<file path="src/rtl/dp_pipe_pkg.sv">
// Shared definitions for the DP_pipe sequencer: mode encodings, FSM states
// and default geometry.
package dp_pipe_pkg;

  localparam int STAGES_DEF = 4;
  localparam int TAG_W_DEF  = 4;

  localparam logic [1:0] MODE_HP  = 2'b00;
  localparam logic [1:0] MODE_SP  = 2'b01;
  localparam logic [1:0] MODE_DP  = 2'b10;
  localparam logic [1:0] MODE_RSV = 2'b11;

  typedef enum logic {
    IDLE  = 1'b0,
    DP_HI = 1'b1
  } state_t;

  // HP and SP ops need a single trip through the multiplier array.
  function automatic logic is_single_pass(input logic [1:0] mode);
    return (mode == MODE_HP) || (mode == MODE_SP);
  endfunction

endpackage

</file>
<file path="src/rtl/dp_pipe_ctrl_if.sv">
// Upstream op handshake, downstream result handshake and datapath controls
// of the DP_pipe sequencer. master = op source / result sink side,
// slave = the sequencer itself.
interface dp_pipe_ctrl_if
  import dp_pipe_pkg::*;
#(
  parameter int STAGES = STAGES_DEF,
  parameter int TAG_W  = TAG_W_DEF
);
  logic              in_valid;
  logic              in_ready;
  logic [1:0]        in_mode;
  logic [TAG_W-1:0]  in_tag;
  logic              flush;
  logic [STAGES-1:0] stage_en;
  logic [STAGES-1:0] stage_valid;
  logic              pass_sel;
  logic [1:0]        mode_s1;
  logic              out_valid;
  logic              out_ready;
  logic [1:0]        out_mode;
  logic [TAG_W-1:0]  out_tag;
  logic              err_rsv;

  modport master (
    output in_valid, in_mode, in_tag, flush, out_ready,
    input  in_ready, stage_en, stage_valid, pass_sel, mode_s1,
           out_valid, out_mode, out_tag, err_rsv
  );

  modport slave (
    input  in_valid, in_mode, in_tag, flush, out_ready,
    output in_ready, stage_en, stage_valid, pass_sel, mode_s1,
           out_valid, out_mode, out_tag, err_rsv
  );
endinterface

</file>
<file path="src/rtl/dp_pipe_ctrl_stage_tag.sv">
// One pipeline stage of control state: valid bit, precision mode and tag.
// Flush kills the valid bit only; mode and tag are left as they were.
module dp_stage_tag
  import dp_pipe_pkg::*;
#(
  parameter int TAG_W = TAG_W_DEF
) (
  input  logic             clk,
  input  logic             rst,
  input  logic             en,
  input  logic             flush,
  input  logic             valid_d,
  input  logic [1:0]       mode_d,
  input  logic [TAG_W-1:0] tag_d,
  output logic             valid_q,
  output logic [1:0]       mode_q,
  output logic [TAG_W-1:0] tag_q
);

  // Stage slice register: flush wins over load.
  // NOTE: sequential state uses non-blocking assignments so every slice
  // samples its predecessor's pre-edge value, giving a true shift chain.
  always_ff @(posedge clk or negedge rst) begin
    if (!rst) begin
      valid_q <= 1'b0;
      mode_q  <= MODE_HP;
      tag_q   <= '0;
    end else if (flush) begin
      valid_q <= 1'b0;
    end else if (en) begin
      valid_q <= valid_d;
      mode_q  <= mode_d;
      tag_q   <= tag_d;
    end
  end

endmodule

</file>
<file path="src/rtl/dp_pipe_ctrl.sv">
// DP_pipe sequencer: per-stage valid/mode/tag tracking, stage enables with
// bubble collapse, and the two-pass DP issue FSM.
// Optional feature macro: DP_PIPE_PERF_EN adds perf_issued, perf_stall and
// perf_dp counters (32-bit, wrap-around, cleared by rst and flush).
module dp_pipe_ctrl
  import dp_pipe_pkg::*;
#(
  parameter int STAGES = STAGES_DEF,
  parameter int TAG_W  = TAG_W_DEF
) (
  input  logic        clk,
  input  logic        rst,
  dp_pipe_ctrl_if.slave bus
`ifdef DP_PIPE_PERF_EN
  ,
  output logic [31:0] perf_issued,
  output logic [31:0] perf_stall,
  output logic [31:0] perf_dp
`endif
);

  state_t            state_q, state_d;
  logic [STAGES-1:0] adv;
  logic [STAGES-1:0] valid_q;
  logic [STAGES-1:0] valid_d;
  logic [1:0]        mode_q [STAGES];
  logic [1:0]        mode_d [STAGES];
  logic [TAG_W-1:0]  tag_q  [STAGES];
  logic [TAG_W-1:0]  tag_d  [STAGES];
  logic              in_ready;
  logic              accept;
  logic              issue_valid;
  logic [1:0]        issue_mode;
  logic [TAG_W-1:0]  issue_tag;
  logic [TAG_W-1:0]  dp_tag_q;
  logic              err_q;

  // Advance chain: a stage may load when it is empty or everything ahead moves.
  always_comb begin
    logic chain;
    adv   = '0;
    chain = bus.out_ready | ~valid_q[STAGES-1];
    adv[STAGES-1] = chain;
    for (int i = STAGES - 2; i >= 0; i--) begin
      chain  = ~valid_q[i] | chain;
      adv[i] = chain;
    end
  end

  // Issue FSM next state and stage-0 load contents.
  // NOTE: every output of this block gets a default first, so no path can
  // leave one unassigned and infer a latch.
  always_comb begin
    state_d     = state_q;
    in_ready    = 1'b0;
    accept      = 1'b0;
    issue_valid = 1'b0;
    issue_mode  = MODE_HP;
    issue_tag   = '0;
    case (state_q)
      IDLE: begin
        in_ready = adv[0] & ~bus.flush;
        accept   = bus.in_valid & in_ready;
        if (accept) begin
          if (is_single_pass(bus.in_mode)) begin
            issue_valid = 1'b1;
            issue_mode  = bus.in_mode;
            issue_tag   = bus.in_tag;
          end else if (bus.in_mode == MODE_DP) begin
            // Pass 0 is an internal partial: it loads stage 0 without valid.
            issue_mode = MODE_DP;
            issue_tag  = bus.in_tag;
            state_d    = DP_HI;
          end
        end
      end
      DP_HI: begin
        if (adv[0]) begin
          issue_valid = 1'b1;
          issue_mode  = MODE_DP;
          issue_tag   = dp_tag_q;
          state_d     = IDLE;
        end
      end
      default: state_d = IDLE;
    endcase
    if (bus.flush) state_d = IDLE;
  end

  // FSM state register.
  // NOTE: reset is asynchronous active-low so a mid-operation reset clears
  // every stage immediately, independent of the clock.
  always_ff @(posedge clk or negedge rst) begin
    if (!rst) state_q <= IDLE;
    else      state_q <= state_d;
  end

  // Hold the DP tag for the high pass.
  always_ff @(posedge clk or negedge rst) begin
    if (!rst)                                    dp_tag_q <= '0;
    else if (accept && bus.in_mode == MODE_DP)   dp_tag_q <= bus.in_tag;
  end

  // Reserved-mode ops are swallowed; flag them one cycle later.
  always_ff @(posedge clk or negedge rst) begin
    if (!rst) err_q <= 1'b0;
    else      err_q <= accept && (bus.in_mode == MODE_RSV);
  end

  for (genvar g = 0; g < STAGES; g++) begin : g_stage
    if (g == 0) begin : g_first
      assign valid_d[g] = issue_valid;
      assign mode_d[g]  = issue_mode;
      assign tag_d[g]   = issue_tag;
    end else begin : g_rest
      assign valid_d[g] = valid_q[g-1];
      assign mode_d[g]  = mode_q[g-1];
      assign tag_d[g]   = tag_q[g-1];
    end

    dp_stage_tag #(.TAG_W(TAG_W)) u_stage (
      .clk     (clk),
      .rst     (rst),
      .en      (adv[g]),
      .flush   (bus.flush),
      .valid_d (valid_d[g]),
      .mode_d  (mode_d[g]),
      .tag_d   (tag_d[g]),
      .valid_q (valid_q[g]),
      .mode_q  (mode_q[g]),
      .tag_q   (tag_q[g])
    );
  end

  assign bus.in_ready    = in_ready;
  assign bus.stage_en    = adv;
  assign bus.stage_valid = valid_q;
  assign bus.pass_sel    = (state_q == DP_HI);
  assign bus.mode_s1     = mode_q[0];
  assign bus.out_valid   = valid_q[STAGES-1];
  assign bus.out_mode    = mode_q[STAGES-1];
  assign bus.out_tag     = tag_q[STAGES-1];
  assign bus.err_rsv     = err_q;

`ifdef DP_PIPE_PERF_EN
  // Performance counters: issues, output stalls, completed DP ops.
  always_ff @(posedge clk or negedge rst) begin
    if (!rst) begin
      perf_issued <= '0;
      perf_stall  <= '0;
      perf_dp     <= '0;
    end else if (bus.flush) begin
      perf_issued <= '0;
      perf_stall  <= '0;
      perf_dp     <= '0;
    end else begin
      if (issue_valid)
        perf_issued <= perf_issued + 32'd1;
      if (valid_q[STAGES-1] && !bus.out_ready)
        perf_stall <= perf_stall + 32'd1;
      if (valid_q[STAGES-1] && bus.out_ready && mode_q[STAGES-1] == MODE_DP)
        perf_dp <= perf_dp + 32'd1;
    end
  end
`endif

endmodule
</file>
<file path="src/flat_wrapper.sv">
// flat-port wrapper written by rule: the top's interface ports become plain ports
module dp_pipe_ctrl_flat import dp_pipe_pkg::*;
#(
  parameter int STAGES = STAGES_DEF,
  parameter int TAG_W  = TAG_W_DEF
)
  (clk, rst, bus_in_valid, bus_in_mode, bus_in_tag, bus_flush, bus_out_ready, bus_in_ready, bus_stage_en, bus_stage_valid, bus_pass_sel, bus_mode_s1, bus_out_valid, bus_out_mode, bus_out_tag, bus_err_rsv);
  dp_pipe_ctrl_if #(.STAGES(STAGES), .TAG_W(TAG_W)) bus_i ();
  input  logic clk;
  input  logic rst;
  input wire logic [$bits(bus_i.in_valid)-1:0] bus_in_valid;
  input wire logic [$bits(bus_i.in_mode)-1:0] bus_in_mode;
  input wire logic [$bits(bus_i.in_tag)-1:0] bus_in_tag;
  input wire logic [$bits(bus_i.flush)-1:0] bus_flush;
  input wire logic [$bits(bus_i.out_ready)-1:0] bus_out_ready;
  output wire logic [$bits(bus_i.in_ready)-1:0] bus_in_ready;
  output wire logic [$bits(bus_i.stage_en)-1:0] bus_stage_en;
  output wire logic [$bits(bus_i.stage_valid)-1:0] bus_stage_valid;
  output wire logic [$bits(bus_i.pass_sel)-1:0] bus_pass_sel;
  output wire logic [$bits(bus_i.mode_s1)-1:0] bus_mode_s1;
  output wire logic [$bits(bus_i.out_valid)-1:0] bus_out_valid;
  output wire logic [$bits(bus_i.out_mode)-1:0] bus_out_mode;
  output wire logic [$bits(bus_i.out_tag)-1:0] bus_out_tag;
  output wire logic [$bits(bus_i.err_rsv)-1:0] bus_err_rsv;
  assign bus_i.in_valid = bus_in_valid;
  assign bus_i.in_mode = bus_in_mode;
  assign bus_i.in_tag = bus_in_tag;
  assign bus_i.flush = bus_flush;
  assign bus_i.out_ready = bus_out_ready;
  assign bus_in_ready = bus_i.in_ready;
  assign bus_stage_en = bus_i.stage_en;
  assign bus_stage_valid = bus_i.stage_valid;
  assign bus_pass_sel = bus_i.pass_sel;
  assign bus_mode_s1 = bus_i.mode_s1;
  assign bus_out_valid = bus_i.out_valid;
  assign bus_out_mode = bus_i.out_mode;
  assign bus_out_tag = bus_i.out_tag;
  assign bus_err_rsv = bus_i.err_rsv;
  dp_pipe_ctrl #(.STAGES(STAGES), .TAG_W(TAG_W)) u_core (.clk(clk), .rst(rst), .bus(bus_i));
endmodule
</file>
<file path="config.mk">
export PLATFORM = sky130hd
export DESIGN_NAME = dp_pipe_ctrl_flat
export DESIGN_NICKNAME = d
export VERILOG_FILES = /design/src/rtl/dp_pipe_pkg.sv /design/src/rtl/dp_pipe_ctrl_if.sv /design/src/rtl/dp_pipe_ctrl_stage_tag.sv /design/src/rtl/dp_pipe_ctrl.sv /design/src/flat_wrapper.sv
export SDC_FILE = /design/constraint.sdc
export NUM_CORES = 1
export LEC_CHECK = 0
export ABC_CLOCK_PERIOD_IN_PS = 1900
export BUFFER_PORTS_ARGS = -buffer_cell sky130_fd_sc_hd__buf_4
export CAP_MARGIN = 20
export CORE_ASPECT_RATIO = 1.4
export CORE_MARGIN = 3
export CORE_UTILIZATION = 41
export CTS_CLUSTER_DIAMETER = 120
export CTS_CLUSTER_SIZE = 24
export DETAILED_ROUTE_END_ITERATION = 10
export GPL_ROUTABILITY_DRIVEN = 0
export PLACE_DENSITY = 0.75
export SYNTH_ARGS = -nofsm -noshare
export SYNTH_HDL_FRONTEND = slang
export SYNTH_SLANG_ARGS = --single-unit
</file>
<file path="constraint.sdc">
create_clock -name clk -period 1.9 [get_ports clk]
set_input_delay 0.095 -clock clk [delete_from_list [all_inputs] [get_ports clk]]
set_output_delay 0.095 -clock clk [all_outputs]
set_load 0.02 [all_outputs]
</file>
# == After elaboration in Yosys (flattened, before gate mapping) ==
# Index checks and enable logic that the tools add are counted.
# classes
eq_ne,3
n_mux,27
bitwise_logic,12
n_reduce_logical,12
# op_table
op,n
$mux 1,17
$mux 4,3
$pmux 4 s2,1
$reduce_and 2->1,4
$reduce_bool 2->1,4
$mux 2,3
$not 1->1,6
$eq 2x2->1 const B,2
$or 1x1->1,4
$pmux 1 s2,2
$pmux 2 s2,1
$and 1x1->1,2
$eq 2x1->1 const B,1
$logic_and 1x1->1,2
$logic_not 2->1,1
$logic_or 1x1->1,1
# word_totals
regBits,34
input_bits,11
output_inout_bits,20
elab_cells,69

# == Longest topological paths before layout ==
# logic_depth
depth_word,11
depth_mapped,5
mapped_depth_nobuf,4

# == Hierarchy ==
# From an unflattened synthesis, not the netlist that was laid out.
# hier_totals
cells_unflattened,110
area_unflattened_um2,1637.8
# modules_own_cells
module,instances,cells_per_inst,area_each_um2,seq_area_each_um2
dp_stage_tag,4,17,304.0,175.2
dp_pipe_ctrl,1,42,421.7,150.1

# == Least setup slack after synthesis ==
# No wires, ideal clock.
# synth_path
path_kind,register to register
startpoint,reg u_core.g_stage[3].u_stage.valid_q
endpoint,reg u_core.g_stage[1].u_stage.mode_q[0]
setup_time_ps,125
t_arrival_ps,1447
t_required_ps,1775
path_slack_ps,328
stages_incl_launch_ff,5
n_path_buf,1
period_less_slack_ps,1572
cell_sequence,dfrtp_1 > and4b_1 > buf_6 > nor2_1 > mux2_2
# synth_via
elab_chain_len,5
# synth_rtl
element,line,text
start: declaration,dp_pipe_ctrl_stage_tag.sv:15,"output logic valid_q,"
start signal: assignment,dp_pipe_ctrl_stage_tag.sv:31,valid_q <= valid_d;
$not 1->1,dp_pipe_ctrl.sv:42,chain = bus.out_ready | ~valid_q[STAGES-1];
$or 1x1->1,dp_pipe_ctrl.sv:42,
$or 1x1->1 (2 in a row),dp_pipe_ctrl.sv:45,chain = ~valid_q[i] | chain;
$reduce_and 2->1 (no source line),n/a,
end signal: assignment,dp_pipe_ctrl_stage_tag.sv:32,mode_q <= mode_d;
end: declaration,dp_pipe_ctrl_stage_tag.sv:16,"output logic [1:0] mode_q,"
# No other way between the ends.
# A chain may end at the register's enable or synchronous reset.

# == Worst setup path in the final report ==
# layout_path
startpoint,reg u_core.g_stage[2].u_stage.valid_q
endpoint,reg u_core.dp_tag_q[1]
# layout_via
elab_chain_len,8
# layout_rtl
element,line,text
start: declaration,dp_pipe_ctrl_stage_tag.sv:15,
start signal: assignment,dp_pipe_ctrl_stage_tag.sv:31,
$not 1->1,dp_pipe_ctrl.sv:45,
$or 1x1->1 (3 in a row),dp_pipe_ctrl.sv:45,
$and 1x1->1,dp_pipe_ctrl.sv:62,in_ready = adv[0] & ~bus.flush;
$and 1x1->1,dp_pipe_ctrl.sv:63,accept = bus.in_valid & in_ready;
$mux 1,dp_pipe_ctrl.sv:60,case (state_q)
$logic_and 1x1->1,dp_pipe_ctrl.sv:101,else if (accept && bus.in_mode == MODE_DP) dp_tag_q <= bus.in_tag;
end signal: assignment,dp_pipe_ctrl.sv:101,
end: declaration,dp_pipe_ctrl.sv:35,logic [TAG_W-1:0] dp_tag_q;
# No other way between the ends.

==> impl_summary.txt <==
----------------------------------------------------
[Setup path]
  Endpoint arrival time on the critical path ... approximately 1.8 ns
  Sort of element at the end of the critical path ... flip-flop
  Endpoint required time on the critical path ... around 2 ns
  Path type of the worst setup path ... flip-flop to flip-flop
  Largest fanout on the critical path ... 6
  Critical path startpoint category ... flip-flop

[Clock network]
  Clock tree from TritonCTS ... built
  TritonCTS buffer count ... 5
  Max clock buf depth ... 2
  Number of clock sinks ... 34
  CTS HTree Levels ... 2
  Clock-pin slew on the worst setup and hold paths ... approximately 0.070 ns
  Clock tree root buffer cell ... clkbuf_8
  Insertion delay to the later sink of the worst-skew pair ... 0.28 ns

[Detailed routing]
  Per-cell via count in the routed design ... approximately 5.4
  Highest metal used ... met4
  Final routed wirelength across all metal layers ... 2782 µm
  Routed length on met3 ... 153 µm
  Via count ... around 1000
  Average wire per cell in the routed design ... 15.46 µm
  Number of DRC violations after detailed-routing iteration 0 ... 39
  Number of DRC violations after detailed routing ... 0
  Remaining antenna violation count after routing ... 0
  Number of detailed-routing iterations run before antenna repair ... 6
  Wire length on met2 ... roughly 1600 µm
  Met1 layer wirelength in the final routing ... between 900 and 1000 µm

[Placed design]
  Number of port buffers ... 30
  Detailed Place HPWL ... approximately 2100 µm
  Post-detailed-placement cell area ... 1708 µm²

[Final layout]
  Combined area of the multi-input logic cells ... roughly 530 µm²
  Register area ... ~850 µm²
  Most frequent cells in the layout ... dfrtp_1, buf_4, mux2_2
  Commonest non-fill, non-tap cell in the layout ... dfrtp_1
  Ratio of cells with drive above 1 in the final layout ... between 50% and 60%
  Filler Cell Count ... around 310
  Post-route cell area ... ~1800 µm²
  Area growth from synthesis to final layout ... 22.94%
  Final Net Count ... 151
  Antenna diode instance count ... 0

[Power and ir drop]
  Post-layout power ... 1.749 mW
  LEAKAGE ... between 0.9 and 1 nW
  VDD IR-drop max ... ~530 µV
  Cell Pwr Density ... around 960 nW/µm²

[Yosys]
  Proportion of synthesized chip area in sequential cells ... 57.14%
  Yosys synthesis warning count ... 0
  Flop and latch count out of synthesis ... 34
  Library cells used by synthesis ... 24
  Ys async rst share ... 100.0%
  Post-synthesis cell count ... 110
  Area share of the largest cell type after synthesis ... between 50% and 60%
  Cell type with the largest total area after synthesis ... dfrtp_1
  Avg Cell Area, Syn ... 13.54 µm²
  Total standard cell area after synthesis ... 1489 µm²
  Post-synth EDFFs ... 0
  Top cells by area in the synthesized netlist ... dfrtp_1, mux2_2, buf_4, mux2_4, a32o_1
  Dominant register cell in the synthesized netlist ... dfrtp_1
  Total nets after synthesis ... between 100 and 150

[Global route]
  Pin count of the biggest net entering global routing ... 35
  Vias in the first global route ... 1000
  First-pass GRT wire length ... between 4000 and 5000 µm
  Overflow after GRT ... 0
  Initial antenna violation count ... 0
  Overall track demand over capacity in global routing ... 13.76%

[Floorplan]
  Height of the die ... ~77 µm
  Core area ... approximately 3400 µm²
  Die area ... between 4000 and 5000 µm²
  Number of rows in the core area ... 25
  Die Span X ... around 57 µm
  Starting Density ... 43.27%
  I/O pin cnt ... 31

[STA]
  Worst-Margin Slew ... around 0.49 ns
  Max-slew headroom at the worst pin ... between 60% and 70%
  Final min period ... 1.632 ns
  Post-route clock period utilization ... 85.88%
  Number of endpoints with negative hold slack in the final report ... 0
  Final setup skew ... between 0.005 and 0.006 ns
  Number of max-slew violations in the final report ... 0
  Setup TNS ... 0 ns
  RSZ-0062 raised after global routing ... false
  # setup viols final ... 0
  Max frequency ... ~610 MHz

[Min path]
  Hold crit path type ... primary input to flip-flop

[Outcome]
  Status ... complete, no violations

[Job]
  Reported max-cap violation count ... 0

----------------------------------------------------
stage by stage:
stage | setup WS, ns | hold WS [ns] | std cells | util (%)
6_report | 0.2682 | 0.05400 | 180 | 53.20
5_1_grt | 0.1898 | 0.04599 | 180 | 53.20
4_1_cts | 0.2685 | 0.04745 | 180 | 53.20
3_5_place_dp | 0.2697 | 0.06323 | 172 | 49.64
3_3_place_gp | 0.3353 | 0.05038 | 172 | 49.64
2_1_floorplan | 0.3281 | -0.2006 | 110 | -
synth_stat cells (2+ instances only):
master	count
dfrtp_1	34
buf_4	8
a21oi_1	6
inv_1	5
clkbuf_1	2
nor4b_1	2
mux2_2	23
nand2_1	3
mux2_4	4
a32o_1	4
nor2_1	6
what timing repair did:
action | 4_1_cts | 5_1_grt
setup buffers | 0 | 0
hold buffers | 1 | 0
endpoints found under the hold margin | 34 | 0
resized for setup | 0 | 0
power by group:
part / internal [mW] / switching [mW]
clock network: 0.419 / 0.242
logic: 0.133 / 0.110
registers: 0.800 / 0.0449
layout make-up:
cell class	count	share of cell area, %
Clock inverter	1	1.640
Tap cell	40	2.734
Clock buffer	6	4.511
Inverter	6	1.367
Timing Repair Buffer	34	14.08
Multi-Input combinational cell	59	29.19
Sequential cell	34	46.48
kinds of logic after synthesis:
family | count (synthesis) | synth area share, %
AO/OA/AOI/OAI | 15 | 7.395
buffers and inverters | 17 | 6.975
flip-flops | 34 | 57.14
multiplexers | 28 | 22.10
AND/OR/NAND/NOR | 16 | 6.386
metal layers:
layer  vias to the layer above  GRT usage (%)
met4                         0          6.961
li1                        441              -
met1                       499          14.95
met3                         6          4.040
met2                        30          23.68
met5                         -              0
worst paths after layout:
path | from | end | slack (ns) | cells past startpoint
worst max-delay path | u_core.g_stage[2].u_stage.valid_q$_DFFE_PN0P_ | u_core.dp_tag_q[1]$_DFFE_PN0P_ | 0.27 | 4
worst max register to register | u_core.g_stage[2].u_stage.valid_q$_DFFE_PN0P_ | u_core.dp_tag_q[1]$_DFFE_PN0P_ | 0.27 | 4
worst min register to register | u_core.g_stage[1].u_stage.mode_q[1]$_DFFE_PN0P_ | u_core.g_stage[2].u_stage.mode_q[1]$_DFFE_PN0P_ | 0.51 | 1
max in group asynchronous | rst | u_core.dp_tag_q[1]$_DFFE_PN0P_ | 1.30 | 2
worst min-delay path | bus_in_tag[3] | u_core.dp_tag_q[3]$_DFFE_PN0P_ | 0.05 | 2
min in group asynchronous | rst | u_core.g_stage[3].u_stage.mode_q[1]$_DFFE_PN0P_ | 0.29 | 2
worst max-delay path, stage by stage (launching register included):
cell and delay (ns):
dfrtp_1 0.43, and4b_1 0.40, inv_4 0.06, o2111a_2 0.32, mux2_4 0.31
sequential cells by signal (all words and copies together), names as in the netlist:
name	cells
u_core.g_stage.u_stage.tag_q	16
u_core.g_stage.u_stage.mode_q	8
u_core.bus.pass_sel	1
u_core.dp_tag_q	4
u_core.bus.err_rsv	1
u_core.g_stage.u_stage.valid_q	4
No activity file was read; power rests on OpenSTA's default activity.
